$ cat src/rtl/ddr5_cmd_sequencer.sv
`default_nettype none
// ============================================================================
// Module   : ddr5_cmd_sequencer
// Purpose  : One-request-at-a-time DDR5 ACT/RD/WR/PRE sequencer with per-bank
//            open-row tracking and JEDEC timing counters.
//            Optional macro CLOSED_PAGE_EN selects closed-page policy.
// Revision : 1.0
// ============================================================================
module ddr5_cmd_sequencer #(
    parameter int T_RCD   = 39,
    parameter int T_RP    = 39,
    parameter int T_RAS   = 76,
    parameter int T_CAS   = 40,
    parameter int T_CWD   = 38,
    parameter int T_BURST = 8,
    parameter int T_RTP   = 18,
    parameter int T_WR    = 30,
    parameter int CNT_W   = 8
) (
    input  logic        clk,
    input  logic        rst,
    input  logic        req_valid,
    output logic        req_ready,
    input  logic        req_write,
    input  logic [2:0]  req_bg,
    input  logic [1:0]  req_bank,
    input  logic [15:0] req_row,
    input  logic [9:0]  req_col,
    output logic        cmd_valid,
    output logic [2:0]  cmd_code,
    output logic [2:0]  cmd_bg,
    output logic [1:0]  cmd_bank,
    output logic [15:0] cmd_addr,
    output logic        done_valid,
    output logic        done_write,
    output logic        busy
);

    localparam int c_NB = 32;

    localparam logic [3:0] c_ST_IDLE      = 4'd0;
    localparam logic [3:0] c_ST_PRE_WAIT  = 4'd1;
    localparam logic [3:0] c_ST_PRE       = 4'd2;
    localparam logic [3:0] c_ST_RP_WAIT   = 4'd3;
    localparam logic [3:0] c_ST_ACT0      = 4'd4;
    localparam logic [3:0] c_ST_ACT1      = 4'd5;
    localparam logic [3:0] c_ST_RCD_WAIT  = 4'd6;
    localparam logic [3:0] c_ST_COL0      = 4'd7;
    localparam logic [3:0] c_ST_COL1      = 4'd8;
    localparam logic [3:0] c_ST_DATA_WAIT = 4'd9;
    localparam logic [3:0] c_ST_DONE      = 4'd10;

    localparam logic [2:0] c_CMD_ACT0 = 3'd0;
    localparam logic [2:0] c_CMD_ACT1 = 3'd1;
    localparam logic [2:0] c_CMD_RD0  = 3'd2;
    localparam logic [2:0] c_CMD_RD1  = 3'd3;
    localparam logic [2:0] c_CMD_WR0  = 3'd4;
    localparam logic [2:0] c_CMD_WR1  = 3'd5;
    localparam logic [2:0] c_CMD_PRE  = 3'd6;
    localparam logic [2:0] c_CMD_NOP  = 3'd7;

    localparam logic [CNT_W-1:0] c_RCD     = CNT_W'(T_RCD);
    localparam logic [CNT_W-1:0] c_RP      = CNT_W'(T_RP);
    localparam logic [CNT_W-1:0] c_RAS     = CNT_W'(T_RAS);
    localparam logic [CNT_W-1:0] c_RTP     = CNT_W'(T_RTP);
    localparam logic [CNT_W-1:0] c_RD_DATA = CNT_W'(T_CAS + T_BURST);
    localparam logic [CNT_W-1:0] c_WR_DATA = CNT_W'(T_CWD + T_BURST);
    localparam logic [CNT_W-1:0] c_WR_HOLD = CNT_W'(T_CWD + T_BURST + T_WR);
    localparam logic [CNT_W-1:0] c_ONE     = CNT_W'(1);

`ifdef CLOSED_PAGE_EN
    localparam bit c_CLOSED = 1'b1;
`else
    localparam bit c_CLOSED = 1'b0;
`endif

    generate
        if (T_RCD >= (1 << CNT_W) || T_RP >= (1 << CNT_W) || T_RAS >= (1 << CNT_W) ||
            T_CAS >= (1 << CNT_W) || T_CWD >= (1 << CNT_W) || T_BURST >= (1 << CNT_W) ||
            T_RTP >= (1 << CNT_W) || T_WR >= (1 << CNT_W) ||
            (T_CWD + T_BURST + T_WR) >= (1 << CNT_W)) begin : g_param_bad
            $error("ddr5_cmd_sequencer: timing parameter does not fit in CNT_W bits");
        end
    endgenerate

    logic [3:0]       r_state, w_next;
    logic             r_write;
    logic [4:0]       r_idx;
    logic [15:0]      r_row;
    logic [9:0]       r_col;
    logic [CNT_W-1:0] r_tmr, w_tmr_nxt;

    logic [c_NB-1:0]  w_bank_open;
    logic [15:0]      w_bank_row [c_NB];
    logic [CNT_W-1:0] w_bank_cnt [c_NB];

    logic             w_xfer, w_in_idle, w_write, w_open, w_hit, w_pre_ok, w_tmr_ok;
    logic [4:0]       w_idx;
    logic [15:0]      w_row;
    logic [9:0]       w_col;

    // In IDLE the live request fields drive decisions, otherwise the latched copy.
    assign w_xfer    = req_valid && req_ready;
    assign w_in_idle = (r_state == c_ST_IDLE);
    assign w_idx     = w_in_idle ? {req_bg, req_bank} : r_idx;
    assign w_write   = w_in_idle ? req_write : r_write;
    assign w_row     = w_in_idle ? req_row : r_row;
    assign w_col     = w_in_idle ? req_col : r_col;
    assign w_open    = !c_CLOSED && w_bank_open[w_idx];
    assign w_hit     = w_open && (w_bank_row[w_idx] == req_row);
    assign w_pre_ok  = (w_bank_cnt[w_idx] <= c_ONE);
    assign w_tmr_ok  = (r_tmr <= c_ONE);

    always_ff @(posedge clk) begin
        if (rst) begin
            r_state <= c_ST_IDLE;
            r_tmr   <= '0;
            r_write <= 1'b0;
            r_idx   <= '0;
            r_row   <= '0;
            r_col   <= '0;
        end else begin
            r_state <= w_next;
            r_tmr   <= w_tmr_nxt;
            if (w_xfer) begin
                r_write <= req_write;
                r_idx   <= {req_bg, req_bank};
                r_row   <= req_row;
                r_col   <= req_col;
            end
        end
    end

    always_comb begin
        w_next = r_state;
        case (r_state)
            c_ST_IDLE: begin
                if (w_xfer) begin
                    if (!w_open)      w_next = c_ST_ACT0;
                    else if (w_hit)   w_next = c_ST_COL0;
                    else if (w_pre_ok) w_next = c_ST_PRE;
                    else              w_next = c_ST_PRE_WAIT;
                end
            end
            c_ST_PRE_WAIT:  if (w_pre_ok) w_next = c_ST_PRE;
            c_ST_PRE: begin
                if (!w_tmr_ok)    w_next = c_ST_RP_WAIT;
                else if (c_CLOSED) w_next = c_ST_IDLE;
                else              w_next = c_ST_ACT0;
            end
            c_ST_RP_WAIT:   if (w_tmr_ok) w_next = c_CLOSED ? c_ST_IDLE : c_ST_ACT0;
            c_ST_ACT0:      w_next = c_ST_ACT1;
            c_ST_ACT1:      w_next = w_tmr_ok ? c_ST_COL0 : c_ST_RCD_WAIT;
            c_ST_RCD_WAIT:  if (w_tmr_ok) w_next = c_ST_COL0;
            c_ST_COL0:      w_next = c_ST_COL1;
            c_ST_COL1:      w_next = w_tmr_ok ? c_ST_DONE : c_ST_DATA_WAIT;
            c_ST_DATA_WAIT: if (w_tmr_ok) w_next = c_ST_DONE;
            c_ST_DONE: begin
                if (!c_CLOSED)     w_next = c_ST_IDLE;
                else if (w_pre_ok) w_next = c_ST_PRE;
                else               w_next = c_ST_PRE_WAIT;
            end
            default:        w_next = c_ST_IDLE;
        endcase
    end

    // Request timer holds the cycles left until the next gated state may start.
    always_comb begin
        w_tmr_nxt = (r_tmr != '0) ? r_tmr - c_ONE : '0;
        case (w_next)
            c_ST_ACT0: w_tmr_nxt = c_RCD;
            c_ST_PRE:  w_tmr_nxt = c_RP;
            c_ST_COL0: w_tmr_nxt = w_write ? c_WR_DATA : c_RD_DATA;
            default:   ;
        endcase
    end

    generate
        for (genvar b = 0; b < c_NB; b++) begin : g_bank
            logic             r_open;
            logic [15:0]      r_brow;
            logic [CNT_W-1:0] r_cnt;
            logic             w_sel;
            logic [CNT_W-1:0] w_dec, w_hold;

            assign w_sel  = (w_idx == 5'(b));
            assign w_dec  = (r_cnt != '0) ? r_cnt - c_ONE : '0;
            assign w_hold = r_write ? c_WR_HOLD : c_RTP;

            always_ff @(posedge clk) begin
                if (rst) begin
                    r_open <= 1'b0;
                    r_brow <= '0;
                    r_cnt  <= '0;
                end else begin
                    r_cnt <= w_dec;
                    if (w_sel) begin
                        case (w_next)
                            c_ST_ACT0: begin
                                r_open <= 1'b1;
                                r_brow <= w_row;
                                r_cnt  <= c_RAS;
                            end
                            c_ST_PRE:  r_open <= 1'b0;
                            c_ST_COL1: r_cnt  <= (w_dec > w_hold) ? w_dec : w_hold;
                            default:   ;
                        endcase
                    end
                end
            end

            assign w_bank_open[b] = r_open;
            assign w_bank_row[b]  = r_brow;
            assign w_bank_cnt[b]  = r_cnt;
        end
    endgenerate

    logic [2:0]  w_cmd_code;
    logic [15:0] w_cmd_addr;

    always_comb begin
        w_cmd_code = c_CMD_NOP;
        w_cmd_addr = '0;
        case (w_next)
            c_ST_ACT0: begin w_cmd_code = c_CMD_ACT0; w_cmd_addr = w_row; end
            c_ST_ACT1: begin w_cmd_code = c_CMD_ACT1; w_cmd_addr = w_row; end
            c_ST_COL0: begin
                w_cmd_code = w_write ? c_CMD_WR0 : c_CMD_RD0;
                w_cmd_addr = {6'b0, w_col};
            end
            c_ST_COL1: begin
                w_cmd_code = w_write ? c_CMD_WR1 : c_CMD_RD1;
                w_cmd_addr = {6'b0, w_col};
            end
            c_ST_PRE:  w_cmd_code = c_CMD_PRE;
            default:   ;
        endcase
    end

    always_ff @(posedge clk) begin
        if (rst) begin
            req_ready  <= 1'b0;
            cmd_valid  <= 1'b0;
            cmd_code   <= c_CMD_NOP;
            cmd_bg     <= '0;
            cmd_bank   <= '0;
            cmd_addr   <= '0;
            done_valid <= 1'b0;
            done_write <= 1'b0;
            busy       <= 1'b0;
        end else begin
            req_ready  <= (w_next == c_ST_IDLE);
            cmd_valid  <= (w_cmd_code != c_CMD_NOP);
            cmd_code   <= w_cmd_code;
            cmd_bg     <= (w_cmd_code != c_CMD_NOP) ? w_idx[4:2] : 3'd0;
            cmd_bank   <= (w_cmd_code != c_CMD_NOP) ? w_idx[1:0] : 2'd0;
            cmd_addr   <= w_cmd_addr;
            done_valid <= (w_next == c_ST_DONE);
            done_write <= (w_next == c_ST_DONE) && w_write;
            busy       <= (w_next != c_ST_IDLE);
        end
    end

endmodule
`default_nettype wire

$ cat config.mk
export PLATFORM = sky130hd
export DESIGN_NAME = ddr5_cmd_sequencer
export DESIGN_NICKNAME = d
export VERILOG_FILES = /design/src/rtl/ddr5_cmd_sequencer.sv
export SDC_FILE = /design/constraint.sdc
export NUM_CORES = 2
export LEC_CHECK = 0
export BUFFER_PORTS_ARGS = -buffer_cell sky130_fd_sc_hd__buf_2
export CORE_MARGIN = 3
export CORE_UTILIZATION = 40
export DETAILED_ROUTE_END_ITERATION = 8
export PLACE_DENSITY_LB_ADDON = 0.2
export SKIP_CTS_REPAIR_TIMING = 1
export SLEW_MARGIN = 20
export SYNTH_ARGS = -nofsm -noshare
export SYNTH_HDL_FRONTEND = slang
export SYNTH_SLANG_ARGS = --single-unit
$ cat constraint.sdc
create_clock -name clk -period 8.4 [get_ports clk]
set_clock_uncertainty 0.1 [all_clocks]
set_input_delay 1.26 -clock clk [delete_from_list [all_inputs] [get_ports clk]]
set_output_delay 1.26 -clock clk [all_outputs]
set_load 0.02 [all_outputs]
==> results by group <==
Run status
  • Status: finished, final reports clean

STA
  • FMAX: 0.153 GHz
  • Slew Viols, Final: 0
  • Crit share post-route: 77.6%
  • RSZ-0062 raised after global routing: false
  • Endpoints failing hold: 0
  • Max-slew headroom: 18.4%
  • Tmin final: 6520 ps
  • Setup TNS: 0 ps
  • Slew at the pin with the worst max-slew slack: 1210 ps
  • Final setup violation count: 0

Logic synthesis
  • Post-synthesis compound-gate area fraction: 20.3%
  • #FFs+latches synth: 873
  • Synth top area cells: dfxtp_1, a211oi_1, nor2_1, ha_1, nand2_1
  • Seq/Total Area, Yosys: 37.7%
  • Number of synthesized flops with an enable pin: 0
  • Mux share of post-synthesis cell area: 4.15%
  • XOR/XNOR share of the synthesized area: 2.25%
  • Post-synth top area cell: dfxtp_1
  • Ys Warns: 0
  • Syn avg cell area: 7.99 um2
  • Synth top cells by count: nor2_1, dfxtp_1, a211oi_1, nand2_1, a21oi_1
  • Synthesized Nets: 6068
  • Async SR Flop Fraction: 0%
  • Ys flop type: dfxtp_1
  • Synth Area in Adders: 6.10%
  • Unique masters post-synth: 91
  • Synth Instances: 5807
  • Post-synthesis simple-gate area fraction: 23.7%
  • Syn Std Cell Area: 46400 um2
  • Most common cell in the synthesized netlist: nor2_1
  • Largest family of logic cells by synthesized area: simple AND/OR/NAND/NOR gates
  • Area share of the largest cell type after synthesis: 37.7%

Setup path
  • Critical path's top delay family: simple AND/OR/NAND/NOR gates
  • Worst path max stage delay: 810 ps
  • Setup crit end kind: flip-flop
  • Startpoint types: flip-flop
  • WS Path Type: flip-flop to flip-flop
  • Critical-path cell list: o41a_1 > a21o_4 > buf_4 > nand2_1 > a22oi_1 > o21ai_0 > o32ai_1 > xor2_1 > nor4_1 > nand4_1 > or3b_1 > nand3b_1 > nor4_1
  • CP max stage cell: nor4_1
  • Crit path top cell by count: nor4_1
  • Critical Path RT: 8880 ps
  • Maximum fanout along the worst path: 42
  • Arrival @ worst endpoint: 7000 ps
  • Worst Path Buf+Inv: 1

Clocking
  • Clock root buffer master: clkbuf_16
  • Num CTS Buffers: 99
  • Clock Path Buffers: 3
  • H-tree levels: 3
  • CTS tree: done
  • Worst skew pair latency: 700 ps
  • Clock sink count: 873
  • Worst-path clk slew: 60 ps

Power
  • P_sw: 10700 uW
  • Switching share of power: 46.6%
  • Internal: 12200 uW
  • Clock share of power: 21.0%
  • Worst vdd ir: 0.301 mV
  • PD cells: 445 nW/um2
  • Static Leak: 0.0189 uW
  • Sequential Power Share: 24.3%
  • Comb power frac: 54.7%

Finish
  • Final nets: 5929
  • Design area: 51400 um2
  • Fillcell total: 11.4k
  • Area growth from synthesis to layout: 10.9%
  • Share of layout cells above drive strength 1: 8.38%
  • Register Area: 17500 um2
  • Multi-input gate area: 26500 um2

Job
  • Max Cap Viol: 0

Global route
  • GRT Util Overall: 25.4%
  • Grt total ovfl: 0
  • Initial antenna violation count: 12
  • Vias in the first global route: 39.5k
  • Largest net degree at the start of global routing: 204
  • First-pass GRT wire length: 241000 um

Place
  • DP Area: 47800 um2
  • Gpl congestion: 0.924
  • Post-DP HPWL: 105000 um
  • Port Buf Inserts: 63

Detailed routing
  • WL per Instance: 21.7 um
  • Vias: 42.1k
  • Routed Wire Length: 158000 um
  • Post-route ant nets: 0
  • DR DRC count: 0
  • Vias/cell: 5.79
  • 1st-iter DRT viols: 3872
  • Initial DRT Pass Iterations: 5

Die
  • Core area: 115000 um2
  • Die Width: 347 um
  • Core Rows: 124
  • Boundary Pins: 64
  • Initial Utilization: 40.5%
  • Die height: 347 um
  • Die Footprint: 120000 um2

Min path
  • Hold crit path type: flip-flop to flip-flop
==> per-stage QoR <==
stage / std cells / power, uW / worst slack [ps] / hold slack, ps / util, %
floorplan: 5807 / 14400 / 2030 / 331 / -
global route: 7263 / 24500 / 1690 / 374 / 44.8
detailed placement: 7079 / 18000 / 1720 / 348 / 41.7
global placement: 7079 / 17800 / 1730 / 341 / 41.7
finish: 7266 / 22900 / 1880 / 352 / 44.8
CTS: 7262 / 22800 / 2060 / 356 / 44.8
==> routing by layer <==
layer | vias up | global-route usage [%] | wire [um]
met1 | 20000 | 35.2 | 71600
met2 | 1458 | 39.8 | 68400
met4 | 2 | 8.71 | 5800
met5 | - | 0 | 11
met3 | 293 | 4.27 | 11700
li1 | 20400 | - | -
==> power groups by stage <==
stage	clock network, uW	registers, uW	logic, uW
2_1_floorplan	0	5440	8950
3_3_place_gp	0	5620	12100
3_5_place_dp	0	5620	12300
4_1_cts	4880	5540	12400
5_1_grt	5030	5650	13800
6_report	4800	5560	12500
==> cells in the final DEF (no fill, tap or decap), drive strengths merged, types with 22 or more instances in the layout <==
cell type,instances
inv,208
a31oi,40
and2,47
ha,226
nor2,971
nor3,273
nand2,534
or3,60
buf,167
nor2b,34
nor4,38
nand3b,36
mux2i,175
a22oi,31
clkbuf,140
a21oi,396
xnor2,54
o22ai,35
a211oi,557
o21ai,196
or2,51
nand3,113
and3,24
a32oi,22
nand2b,52
nor3b,43
dfxtp,873
xor2,65
nand4,44
==> final cells by class <==
cell class | count | area share (%)
Multi-Input combinational cell | 4321 | 51.5
Antenna cell | 4 | 0.0195
Inverter | 206 | 1.52
Clock buffer | 140 | 5.53
Sequential cell | 873 | 34.0
Tap cell | 1512 | 3.68
Timing Repair Buffer | 167 | 2.25
Clock inverter | 43 | 1.48
==> registers in the layout, indices dropped and copies added (netlist names) <==
signal	flops
g_bank.r_brow	512
g_bank.r_cnt	256
g_bank.r_open	32
cmd_addr	16
r_row	16
r_col	10
r_tmr	8
r_idx	5
r_state	4
cmd_bg	3
cmd_code	3
cmd_bank	2
busy	1
cmd_valid	1
done_valid	1
done_write	1
r_write	1
req_ready	1
==> kinds of logic after synthesis <==
group | after synthesis
AND/OR/NAND/NOR | 2361
AO/OA/AOI/OAI | 1429
buffers and inverters | 613
multiplexers | 186
adder cells (fa/ha/maj) | 226
XOR/XNOR | 119
flip-flops | 873
==> worst register-to-register path, stage by stage, from the launching register on <==
cell,delay [ps]
dfxtp_1,770
o41a_1,670
a21o_4,670
buf_4,560
nand2_1,140
a22oi_1,170
o21ai_0,310
o32ai_1,420
xor2_1,110
nor4_1,810
nand4_1,560
or3b_1,380
nand3b_1,340
nor4_1,390
==> final timing paths <==
| check | startpoint | end | slack (ps) | cells past startpoint |
|---|---|---|---|---|
| setup / recovery | r_state[1] | r_tmr[7] | 1880 | 13 |
| hold reg to reg | r_col[9] | r_col[9] | 350 | 2 |
| hold / removal | r_col[9] | r_col[9] | 350 | 2 |
| setup reg to reg | r_state[1] | r_tmr[7] | 1880 | 13 |
(Power assumes the default switching activity.)
